[src/rtl/mem_stage.sv]
// mem_stage: memory-access pipeline stage between execute and writeback.
//
// Accepts one op at a time over in_valid/in_ready. Loads and stores issue a
// single data-bus request (dreq_*) and wait for dresp_ok. Load data is
// extracted from the bus word and sign- or zero-extended. Non-memory ops pass
// in_alu through with one cycle of latency. Results are presented on out_*
// under out_valid/out_ready. Back-to-back accept is allowed in the cycle the
// result is consumed.
//
// Parameters: XLEN (32 or 64), REG_W (destination register index width).
//
// Ports:
//   clk, reset (async, active-low)
//   in_valid/in_ready, in_alu, in_wdata, in_rd, in_reg_w, in_mem_r,
//   in_mem_w, in_size, in_unsigned           - execute-side op
//   dreq_valid, dreq_addr, dreq_size, dreq_strobe, dreq_data - bus request
//   dresp_ok, dresp_data                     - bus response
//   out_valid/out_ready, out_data, out_rd, out_reg_w, out_misalign
//                                            - writeback-side result
//
// Build option: MEM_STAGE_MISALIGN_TRAP_EN
//   defined   - misaligned accesses skip the bus and return the address with
//               out_misalign=1 and out_reg_w=0.
//   undefined - address bits below the access size are masked to zero and
//               out_misalign is tied low.
module mem_stage #(
  parameter int XLEN  = 64,
  parameter int REG_W = 5
) (
  input  logic                clk,
  input  logic                reset,
  input  logic                in_valid,
  output logic                in_ready,
  input  logic [XLEN-1:0]     in_alu,
  input  logic [XLEN-1:0]     in_wdata,
  input  logic [REG_W-1:0]    in_rd,
  input  logic                in_reg_w,
  input  logic                in_mem_r,
  input  logic                in_mem_w,
  input  logic [1:0]          in_size,
  input  logic                in_unsigned,
  output logic                dreq_valid,
  output logic [XLEN-1:0]     dreq_addr,
  output logic [1:0]          dreq_size,
  output logic [XLEN/8-1:0]   dreq_strobe,
  output logic [XLEN-1:0]     dreq_data,
  input  logic                dresp_ok,
  input  logic [XLEN-1:0]     dresp_data,
  output logic                out_valid,
  input  logic                out_ready,
  output logic [XLEN-1:0]     out_data,
  output logic [REG_W-1:0]    out_rd,
  output logic                out_reg_w,
  output logic                out_misalign
);

  localparam int SW   = XLEN / 8;
  localparam int OFFW = $clog2(SW);

  typedef enum logic [1:0] {S_IDLE, S_REQ, S_DONE} state_t;
  state_t state;

  // Byte-enable pattern for an access of 2^sz bytes starting at lane 0.
  function automatic logic [SW-1:0] lane_mask(input logic [1:0] sz);
    logic [8:0] full;
    full = (9'd1 << (4'd1 << sz)) - 9'd1;
    return SW'(full);
  endfunction

  // Shift the addressed bytes down to lane 0 and extend to full width.
  // A full-width access is returned unchanged, so in_unsigned has no effect.
  function automatic logic [XLEN-1:0] load_ext(input logic [XLEN-1:0] raw,
                                               input logic [OFFW-1:0] off,
                                               input logic [1:0]      sz,
                                               input logic            uns);
    logic [XLEN-1:0] sh;
    sh = raw >> {off, 3'b000};
    case (sz)
      2'd0:    load_ext = uns ? XLEN'(sh[7:0])  : XLEN'($signed(sh[7:0]));
      2'd1:    load_ext = uns ? XLEN'(sh[15:0]) : XLEN'($signed(sh[15:0]));
      2'd2:    load_ext = uns ? XLEN'(sh[31:0]) : XLEN'($signed(sh[31:0]));
      default: load_ext = sh;
    endcase
  endfunction

  // ---- stage 0: accept and lane computation ----
  logic             accept;
  logic             is_mem;
  logic             trap;
  logic [1:0]       sz_eff;
  logic [OFFW-1:0]  off_raw;
  logic [OFFW-1:0]  off_low;
  logic [OFFW-1:0]  off_al;
  logic [XLEN-1:0]  addr_al;

  assign in_ready = (state == S_IDLE) || (state == S_DONE && out_ready);
  assign accept   = in_valid && in_ready;
  assign is_mem   = in_mem_r || in_mem_w;

  always_comb begin
    // A 32-bit datapath has no double accesses; size 3 degrades to word.
    sz_eff  = (XLEN == 32 && in_size == 2'd3) ? 2'd2 : in_size;
    off_raw = in_alu[OFFW-1:0];
    off_low = OFFW'((4'd1 << sz_eff) - 4'd1);
    off_al  = off_raw & ~off_low;
    addr_al = {in_alu[XLEN-1:OFFW], off_al};
  end

`ifdef MEM_STAGE_MISALIGN_TRAP_EN
  assign trap = is_mem && ((off_raw & off_low) != '0);
`else
  assign trap = 1'b0;
`endif

  // ---- stage 1: control FSM ----
  always_ff @(posedge clk or negedge reset) begin
    if (!reset) begin
      state <= S_IDLE;
    end else if (accept) begin
      state <= (is_mem && !trap) ? S_REQ : S_DONE;
    end else if (state == S_REQ && dresp_ok) begin
      state <= S_DONE;
    end else if (state == S_DONE && out_ready) begin
      state <= S_IDLE;
    end
  end

  // ---- stage 1: request registers, stage 2: result registers ----
  logic [XLEN-1:0]  req_addr_p1;
  logic [1:0]       req_size_p1;
  logic [SW-1:0]    req_strobe_p1;
  logic [XLEN-1:0]  req_data_p1;
  logic             ld_p1;
  logic [1:0]       ld_size_p1;
  logic             ld_uns_p1;
  logic [XLEN-1:0]  res_data_p2;
  logic [REG_W-1:0] res_rd_p2;
  logic             res_reg_w_p2;
`ifdef MEM_STAGE_MISALIGN_TRAP_EN
  logic             res_mis_p2;
`endif

  // Data registers carry no reset; outputs are gated by state instead.
  // The result register is preloaded with in_alu, which is already the
  // final answer for pass-through, store and trapped ops.
  always_ff @(posedge clk) begin
    if (accept) begin
      req_addr_p1   <= addr_al;
      req_size_p1   <= in_size;
      req_strobe_p1 <= (in_mem_w && !in_mem_r) ? (lane_mask(sz_eff) << off_al) : '0;
      req_data_p1   <= in_wdata << {off_al, 3'b000};
      ld_p1         <= in_mem_r;
      ld_size_p1    <= sz_eff;
      ld_uns_p1     <= in_unsigned;
      res_data_p2   <= in_alu;
      res_rd_p2     <= in_rd;
      res_reg_w_p2  <= in_reg_w && !trap;
`ifdef MEM_STAGE_MISALIGN_TRAP_EN
      res_mis_p2    <= trap;
`endif
    end else if (state == S_REQ && dresp_ok && ld_p1) begin
      res_data_p2 <= load_ext(dresp_data, req_addr_p1[OFFW-1:0], ld_size_p1, ld_uns_p1);
    end
  end

  // ---- outputs ----
  assign dreq_valid  = (state == S_REQ);
  assign dreq_addr   = dreq_valid ? req_addr_p1   : '0;
  assign dreq_size   = dreq_valid ? req_size_p1   : '0;
  assign dreq_strobe = dreq_valid ? req_strobe_p1 : '0;
  assign dreq_data   = dreq_valid ? req_data_p1   : '0;

  assign out_valid   = (state == S_DONE);
  assign out_data    = out_valid ? res_data_p2  : '0;
  assign out_rd      = out_valid ? res_rd_p2    : '0;
  assign out_reg_w   = out_valid && res_reg_w_p2;
`ifdef MEM_STAGE_MISALIGN_TRAP_EN
  assign out_misalign = out_valid && res_mis_p2;
`else
  assign out_misalign = 1'b0;
`endif

endmodule
[config.mk]
export PLATFORM = sky130hd
export DESIGN_NAME = mem_stage
export DESIGN_NICKNAME = d
export VERILOG_FILES = /design/src/rtl/mem_stage.sv
export SDC_FILE = /design/constraint.sdc
export NUM_CORES = 1
export LEC_CHECK = 0
export CAP_MARGIN = 5
export CORE_AREA = 5 5 169 171
export CTS_CLUSTER_DIAMETER = 40
export CTS_CLUSTER_SIZE = 16
export DETAILED_ROUTE_END_ITERATION = 6
export DIE_AREA = 0 0 174 176
export HOLD_SLACK_MARGIN = 0.06
export PLACE_DENSITY_LB_ADDON = 0.25
export SYNTH_ARGS = -nofsm -noshare
export SYNTH_HDL_FRONTEND = slang
export SYNTH_SLANG_ARGS = --single-unit
[constraint.sdc]
create_clock -name clk -period 6.5 [get_ports clk]
set_input_delay 0.65 -clock clk [delete_from_list [all_inputs] [get_ports clk]]
set_output_delay 0.65 -clock clk [all_outputs]
set_load 0.03 [all_outputs]
Word level (Yosys, flattened, before mapping). Cells that the tools add are included.

Bits of input ports: 208. Output and inout bits: 212. Logic and storage cells: 52. Bits in registers: 212.

Bitwise gates (word level): 2. Reduce and logical (&&, ||, !) cells: 13. Muxes and demuxes: 16. Add/subtract/negate cells: 2. Shifts and indexed selects: 5. Equal/unequal tests: 4.

Operators with widths (count): 64-bit 2-to-1 mux (8); 64-bit one-hot mux with 3 select lines (1); 64-bit by 6-bit << shifter with 64-bit output (1); 64-bit by 6-bit >> shifter with 64-bit output (1); 2-bit 2-to-1 mux (5); 8-bit 2-to-1 mux (1); 1-bit by 4-bit << shifter with 8-bit output (first input constant) (1); 8-bit by 3-bit << shifter with 8-bit output (1); 8-bit by 1-bit subtractor with 8-bit output (second input constant) (1); 1-bit logical AND (6); 5-bit 2-to-1 mux (1); 2-bit by 1-bit equality test with 1-bit output (second input constant) (2); 2-bit equality test (second input constant) (2); 2-bit zero test (2); 1-bit by 2-bit << shifter with 4-bit output (first input constant) (1); 3-bit AND (1); 3-bit inverter (1); 3-bit nonzero test (1); 3-bit by 1-bit subtractor with 3-bit output (second input constant) (1); 1-bit logical OR (2); 2-bit nonzero test (1); 1-bit zero test (1).

Logic depth before layout (Yosys ltp). Gate-level depths: netlist of the first run.

Depth in word-level cells: 5. Mapped depth: 9. Gate-level depth less buffers: 7.

Worst setup path after synthesis of the first run. OpenSTA, ideal clock, no wires.

Path kind: input -> register. Start point: in out_ready. End point: reg ld_p1 (enable). Path buffers: 2. Setup time: 567 ps. Arrival: 6038 ps. Data required time: 5933 ps. Cell stages on the path: 6. Slack: -104 ps. Cell sequence: inv_1 -> a21oi_1 -> nand2_1 -> inv_1 -> clkbuf_1 -> buf_1.

Word-level cells in the longest chain between the ends: 3.

Ends and longest elaborated chain: from (decl) (line 50) `input logic out_ready,`; 1-bit logical AND (line 96) `assign in_ready = (state == S_IDLE) || (state == S_DONE && out_ready);`; 1-bit logical OR (line 96); net in_ready (line 33) `output logic in_ready,`; 1-bit logical AND (line 97) `assign accept = in_valid && in_ready;`; net accept (line 87) `logic accept;`; to (signal assigned) (line 152) `ld_p1 <= in_mem_r;`; to (decl) (line 133) `logic ld_p1;`.

The timed path passes the listed nets, and every way through them passes these cells. A chain may end at the register's enable or synchronous reset.

Worst setup path after layout of the first run.
Start point: reg state[0]. End point: out dreq_data[22].

Word-level cells in the longest chain between the ends: 2.

Ends and longest elaborated chain: from (decl) (line 61) `state_t state;`; from (signal assigned) (line 120) `state <= (is_mem && !trap) ? S_REQ : S_DONE;`; 2-bit by 1-bit equality test with 1-bit output (line 167) `assign dreq_valid = (state == S_REQ);`; 64-bit 2-to-1 mux (line 171) `assign dreq_data = dreq_valid ? req_data_p1 : '0;`; to (decl) (line 46) `output logic [XLEN-1:0] dreq_data,`.

No other way between the ends.

==> metrics, run 1 <==
row count 60; Max FO, Critical Path 79; top cell type's share of synthesized area 0.5171; CTS clk-pin slew, worst paths 60 ps; largest net degree at the start of global routing 138; Layout Nets 1744; FF-to-FF Start state[1]$_DFFE_PN0P_; Hold WS 285.2 ps; first-pass GRT wire length 66130 um; Crit path required time 5850 ps; crit path time final 4239 ps; area of placed instances 16510 um2; setup tns final 0 ps; DRC Markers 0; Detail Route Antenna Nets 0; Commonest cells post-synth 231 x and2_1, 210 x edfxtp_1, 115 x nor2_1; Core Area 26730 um2; Main synth FF type edfxtp_1; IO buf count 418; sequential-to-total area share from yosys stat 0.5212; Synth Register Bits 212; Ports 420; top-count cell post-synth and2_1; synth warn 0; pre-CTS setup slack 2419 ps; gpl congestion 0.9373; CTS tree done; post-CTS setup buffer count 0; area delta synth->final 45.45%; outcome finished clean; per-cell routed wire length 23.55 um; PD cells 394.8 nW/um2; Mapped Area 12190 um2; initial drt markers 1102; TritonCTS Buffers 35; cells taking the most area after synthesis edfxtp_1 52%, and2_1 12%, mux2i_1 8.5%, nor2_1 3.5%, nand2_1 3.1%; Syn Area/Cell 10.49 um2; Die ar. 30620 um2; startpoint type of the worst setup path flop; critical path arrival 3590 ps; vias in the first global route 10620; Syn Inst Count 1163; worst hold path type primary input to async pin; fmax 235.9 MHz; Post-synth ARST share 0.009434; Setup WS post-layout 2261 ps; global-route usage over all layers 0.2807; Die Y 176 um; Max clock buf depth 3; VDD IR-drop max 0.2377 mV; Unique masters post-synth 53; GRT overflow 0; Starting Density 0.4563; Setup Viol. Count Final 0; total wire length 44910 um; die width 174 um; Max-Cap Viols 0; Pre-antenna DRT Iters 6; Tcrit/Tclk final 0.6522; Reg2Reg Setup Slack 3020 ps; Hold Fails Final Rpt 0; CTS sink cnt 212; antenna violations before repair 13; slew margin rel. 0.1993; number of gates resized after CTS 0; Finished Cell Area 17740 um2; layout cell share with drive strength beyond 1 0.06214; Post-synth EDFFs 210; Reg2Reg Capture Point req_data_p1[44]$_DFFE_PP_; HPWL Detailed 32810 um; worst skew pair latency 530 ps; crit path capture type primary output; H-tree depth 2; Syn Nets 1372; reg2reg path depth 4; slew of the pin with the lowest slew margin 1199 ps; Leakage 6.533 nW; Max Slew Vio Count 0; clk_skew 22.69 ps; root buf cell clkbuf_16; via/cell ratio 5.639; Vias 10750; RSZ-0062 raised after global routing false; # hold bufs at CTS 0; area leader, netlist edfxtp_1; Crit Path Category flop to primary output
-- cell families (layout without fill, tap and decap cells) --
kind of cell               count (synthesis)  count (layout)  share of synthesized area
muxes                                    114             114                     0.1030
DFF                                      212             212                     0.5212
other                                      1               6                  0.0003075
AOI/OAI and AO/OA                        210             210                     0.1142
buffers and inverters                    104             502                    0.03684
adders and majority gates                  1               1                   0.001026
and+or+nand+nor                          521             521                     0.2234
-- worst max path at each step --
stage / cells past startpoint / startpoint / end / slack (ps)
finish: 4 / state[0]$_DFFE_PN0P_ / dreq_data[22] / 2260
global route: 4 / state[0]$_DFFE_PN0P_ / dreq_data[22] / 1980
CTS: 4 / state[0]$_DFFE_PN0P_ / dreq_data[22] / 2220
detailed placement: 7 / in_size[1] / req_strobe_p1[2]$_SDFFCE_PP0P_ / 2420
global placement: 7 / in_size[1] / req_strobe_p1[2]$_SDFFCE_PP0P_ / 2510
floorplan: 6 / out_ready / ld_p1$_DFFE_PP_ / 240
-- critical path, stage by stage, from the launching register on --
cell	delay (ps)
dfrtp_1	420
nor2b_4	990
buf_4	630
and2_1	210
clkdlybuf4s50_1	730
-- final cells by class --
class                           count  area, um2
Multi-Input combinational cell    847       5421
Antenna cell                        5      12.51
Sequential cell                   212       6356
Fill cell                        2070       8989
Clock inverter                     26      329.1
Clock buffer                       37      883.3
Inverter                           11      48.80
Tap cell                          341      426.7
Timing Repair Buffer              428       4259
-- per-layer routing --
layer  part of all wire  track usage  routed length [um]  vias to the layer above
met5             0.0023            0                 103                        -
met4              0.032      0.09634                1446                       16
met3              0.089      0.06981                4002                      113
met2               0.50       0.4963               22570                      612
met1               0.37       0.3358               16790                     5087
li1                   -            -                   -                     4926
-- stage by stage --
stage	utilization	total power, mW	instances
3_5_place_dp	0.6178	5.104	1839
4_1_cts	0.6632	7.042	1902
5_1_grt	0.6637	7.281	1907
3_3_place_gp	0.6178	5.075	1839
2_1_floorplan	-	3.876	1163
6_report	0.6637	7.002	1907
-- power by group --
part / total [mW] / switching [mW] / internal [mW]
clock: 1.92 / 0.733 / 1.19
sequential: 2.06 / 0.115 / 1.94
combinational: 3.03 / 1.85 / 1.18
total: 7.00 / 2.70 / 4.31
-- state kept, by name (all words and copies together) (netlist names) --
| name | flops |
|---|---|
| req_addr_p1 | 64 |
| req_strobe_p1 | 8 |
| req_data_p1 | 64 |
| ld_size_p1 | 2 |
| state | 2 |
| ld_uns_p1 | 1 |
| res_reg_w_p2 | 1 |
| ld_p1 | 1 |
| res_rd_p2 | 5 |
| res_data_p2 | 64 |
-- cells in the final DEF (no fill, tap or decap), drive strengths merged, types with 9 or more instances in the layout --
cell	n
edfxtp	210
nand3	13
inv	23
or3	9
nand2	101
buf	10
clkbuf	37
a21oi	69
clkdlybuf4s50	418
and2	231
mux2i	103
a211o	10
mux4	9
o22ai	9
a31oi	28
clkinv	10
a211oi	16
nor2	115
o21ai	30
nor2b	23
(Power assumes the default switching activity.)
==> inputs of run 2 (changes only) <==
- clock period: 6.5 -> 4.2 ns (I/O delays scaled with it)
==> metrics, run 2 (synthesized netlist as in run 1, its figures left out) <==
clk_skew 11.68 ps (-11.01 ps); Reg2Reg Setup Slack 1160 ps (-1860 ps); CP max stage cell clkdlybuf4s50_1; crit path capture type primary output; sw power 4.106 mW (+52%); Pre-antenna DRT Iters 5 (-1); Int Pwr 6.216 mW (+44%); hold endpoint res_rd_p2[4]$_DFFE_PP_; PD cells 586.6 nW/um2 (+49%); initial drt markers 1028 (-6.7%); Max-Cap Viols 0 (unchanged); Crit path required time 3780 ps (-2070 ps); startpoint type of the worst setup path flop; Max clock buf depth 3 (unchanged); CP peak stage delay 690 ps (-300 ps); Die ar. 30620 um2 (unchanged); outcome finished clean; Tcrit/Tclk final 0.8187; most common cell after layout, fill and taps aside clkdlybuf4s50_1; pre-CTS setup slack 841.3 ps (-1578 ps); gpl congestion 0.9535 (+1.7%); VDD IR-drop max 0.3370 mV (+42%); CP delay by family, top buffers and inverters; DRC Markers 0 (unchanged); Vias 10640 (-1.1%); CTS tree done; critical path depth 4 (unchanged); global-route usage over all layers 0.2706 (-0.01009); most frequent cells in the layout 418 x clkdlybuf4s50_1, 231 x and2_1, 210 x edfxtp_1, 115 x nor2_1, 103 x mux2i_1; Largest regs req_addr_p1: 64 flops, req_data_p1: 64 flops, res_data_p2: 64 flops; H-tree depth 1 (-1); slew margin rel. 0.3875 (+0.1883); via/cell ratio 5.578 (-1.1%); Bufs and invs on worst path 2 (unchanged); Clk pwr share 0.235 (-0.039); critical path arrival 3020 ps (-570 ps); Max Slew Vio Count 0 (unchanged); Crit Path Category flop to primary output; first-pass GRT wire length 64470 um (-2.5%); Switching Share 0.3978 (+0.01261); slew of the pin with the lowest slew margin 918.7 ps (-279.8 ps); crit path time final 3438 ps; area delta synth->final 44.29%; Combinational Power Share 0.462 (+0.030); Detail Route Antenna Nets 0 (unchanged); Layout Nets 1746 (+0.11%); Core Area 26730 um2 (unchanged); Starting Density 0.4563 (unchanged); Die Y 176 um (unchanged); FF-to-FF Start req_addr_p1[2]$_DFFE_PP_; CP cell instances nor2b_4, buf_4, and2_1, clkdlybuf4s50_1; CTS clk-pin slew, worst paths 60 ps (about the same); total wire length 43640 um (-2.8%); root buf cell clkbuf_16; TritonCTS Buffers 30 (-14%); fmax 290.8 MHz; Leakage 6.456 nW (-1.2%); GRT overflow 0 (unchanged); post-layout utilization of the core 0.6584 (-0.005290); RSZ-0062 raised after global routing false; Reg2Reg Capture Point res_data_p2[49]$_DFFE_PP_; Hold Fails Final Rpt 0 (unchanged); CTS sink cnt 212 (unchanged); Ports 420 (unchanged); Hold Path Depth 1; reg2reg path depth 6 (+2); layout cell share with drive strength beyond 1 0.06278 (+0.0006406); per-cell routed wire length 22.89 um (-2.8%); register share of total power 0.303 (+0.010); HPWL Detailed 32670 um (-0.43%); IO buf count 418 (unchanged); worst hold start in_rd[4]; worst skew pair latency 550 ps (+20 ps); largest net degree at the start of global routing 92 (-33%); Overall Power 10.32 mW (+47%); row count 60 (unchanged); antenna violations before repair 9 (-4); worst hold path type primary input to flop; Max FO, Critical Path 49 (-38%); Setup WS post-layout 761.5 ps (-1499 ps); Setup Viol. Count Final 0 (unchanged); setup tns final 0 ps (unchanged); vias in the first global route 10610 (-0.038%); Hold WS 430.0 ps (+144.7 ps); die width 174 um (unchanged)
run 2: changes by cell type in the layout (fill, tap and decap cells not counted), sizes merged:
cell,before,now
buf,10,16
bufinv,4,0
clkbuf,37,32
clkinv,10,13
clkinvlp,0,3
dlygate4sd3,0,1
inv,23,19
run 2: timing repair:
action | CTS | global route
hold buffers | 1 | 0
endpoints found under the hold margin | 2 | 0
buffers inserted | 0 | 0
gates resized for setup | 0 | 0
run 2: metrics by stage:
stage / cells / instance area, um2
6_report: 1907 / 17600
5_1_grt: 1907 / 17600
4_1_cts: 1902 / 17580
3_5_place_dp: 1845 / 16580
3_3_place_gp: 1845 / 16580
2_1_floorplan: 1163 / 12200
run 2: final cells by class:
| cell class | count | area [um2] |
|---|---|---|
| Antenna cell | 5 | 12.51 |
| Clock buffer | 32 | 758.2 |
| Clock inverter | 24 | 232.7 |
| Fill cell | 2092 | 9130 |
| Inverter | 11 | 48.80 |
| Multi-Input combinational cell | 847 | 5421 |
| Sequential cell | 212 | 6356 |
| Tap cell | 341 | 426.7 |
| Timing Repair Buffer | 435 | 4339 |
run 2: per-layer routing:
metal,share of wire,routed length (um),vias up,track usage
met5,0.0011,47,-,0
met4,0.026,1119,6,0.07126
met3,0.095,4148,72,0.07024
met2,0.51,22230,588,0.4923
met1,0.37,16090,5047,0.3191
li1,-,-,4924,-
run 2: how the worst max path moves through the flow:
stage | from | to
after floorplan | out_ready | ld_p1$_DFFE_PP_
after global placement | in_size[1] | req_strobe_p1[4]$_SDFFCE_PN0P_
after detailed placement | in_size[1] | req_strobe_p1[4]$_SDFFCE_PN0P_
after CTS | state[0]$_DFFE_PN0P_ | dreq_addr[30]
after global routing | state[0]$_DFFE_PN0P_ | dreq_addr[10]
final | state[0]$_DFFE_PN0P_ | dreq_addr[30]
run 2: power groups by stage:
stage / Combinational, mW / Clock [mW] / Sequential (mW)
floorplan: 2.84 / 0 / 3.13
global placement: 4.71 / 0 / 3.16
detailed placement: 4.76 / 0 / 3.17
CTS: 4.78 / 2.45 / 3.13
global route: 5.02 / 2.56 / 3.17
finish: 4.76 / 2.43 / 3.13
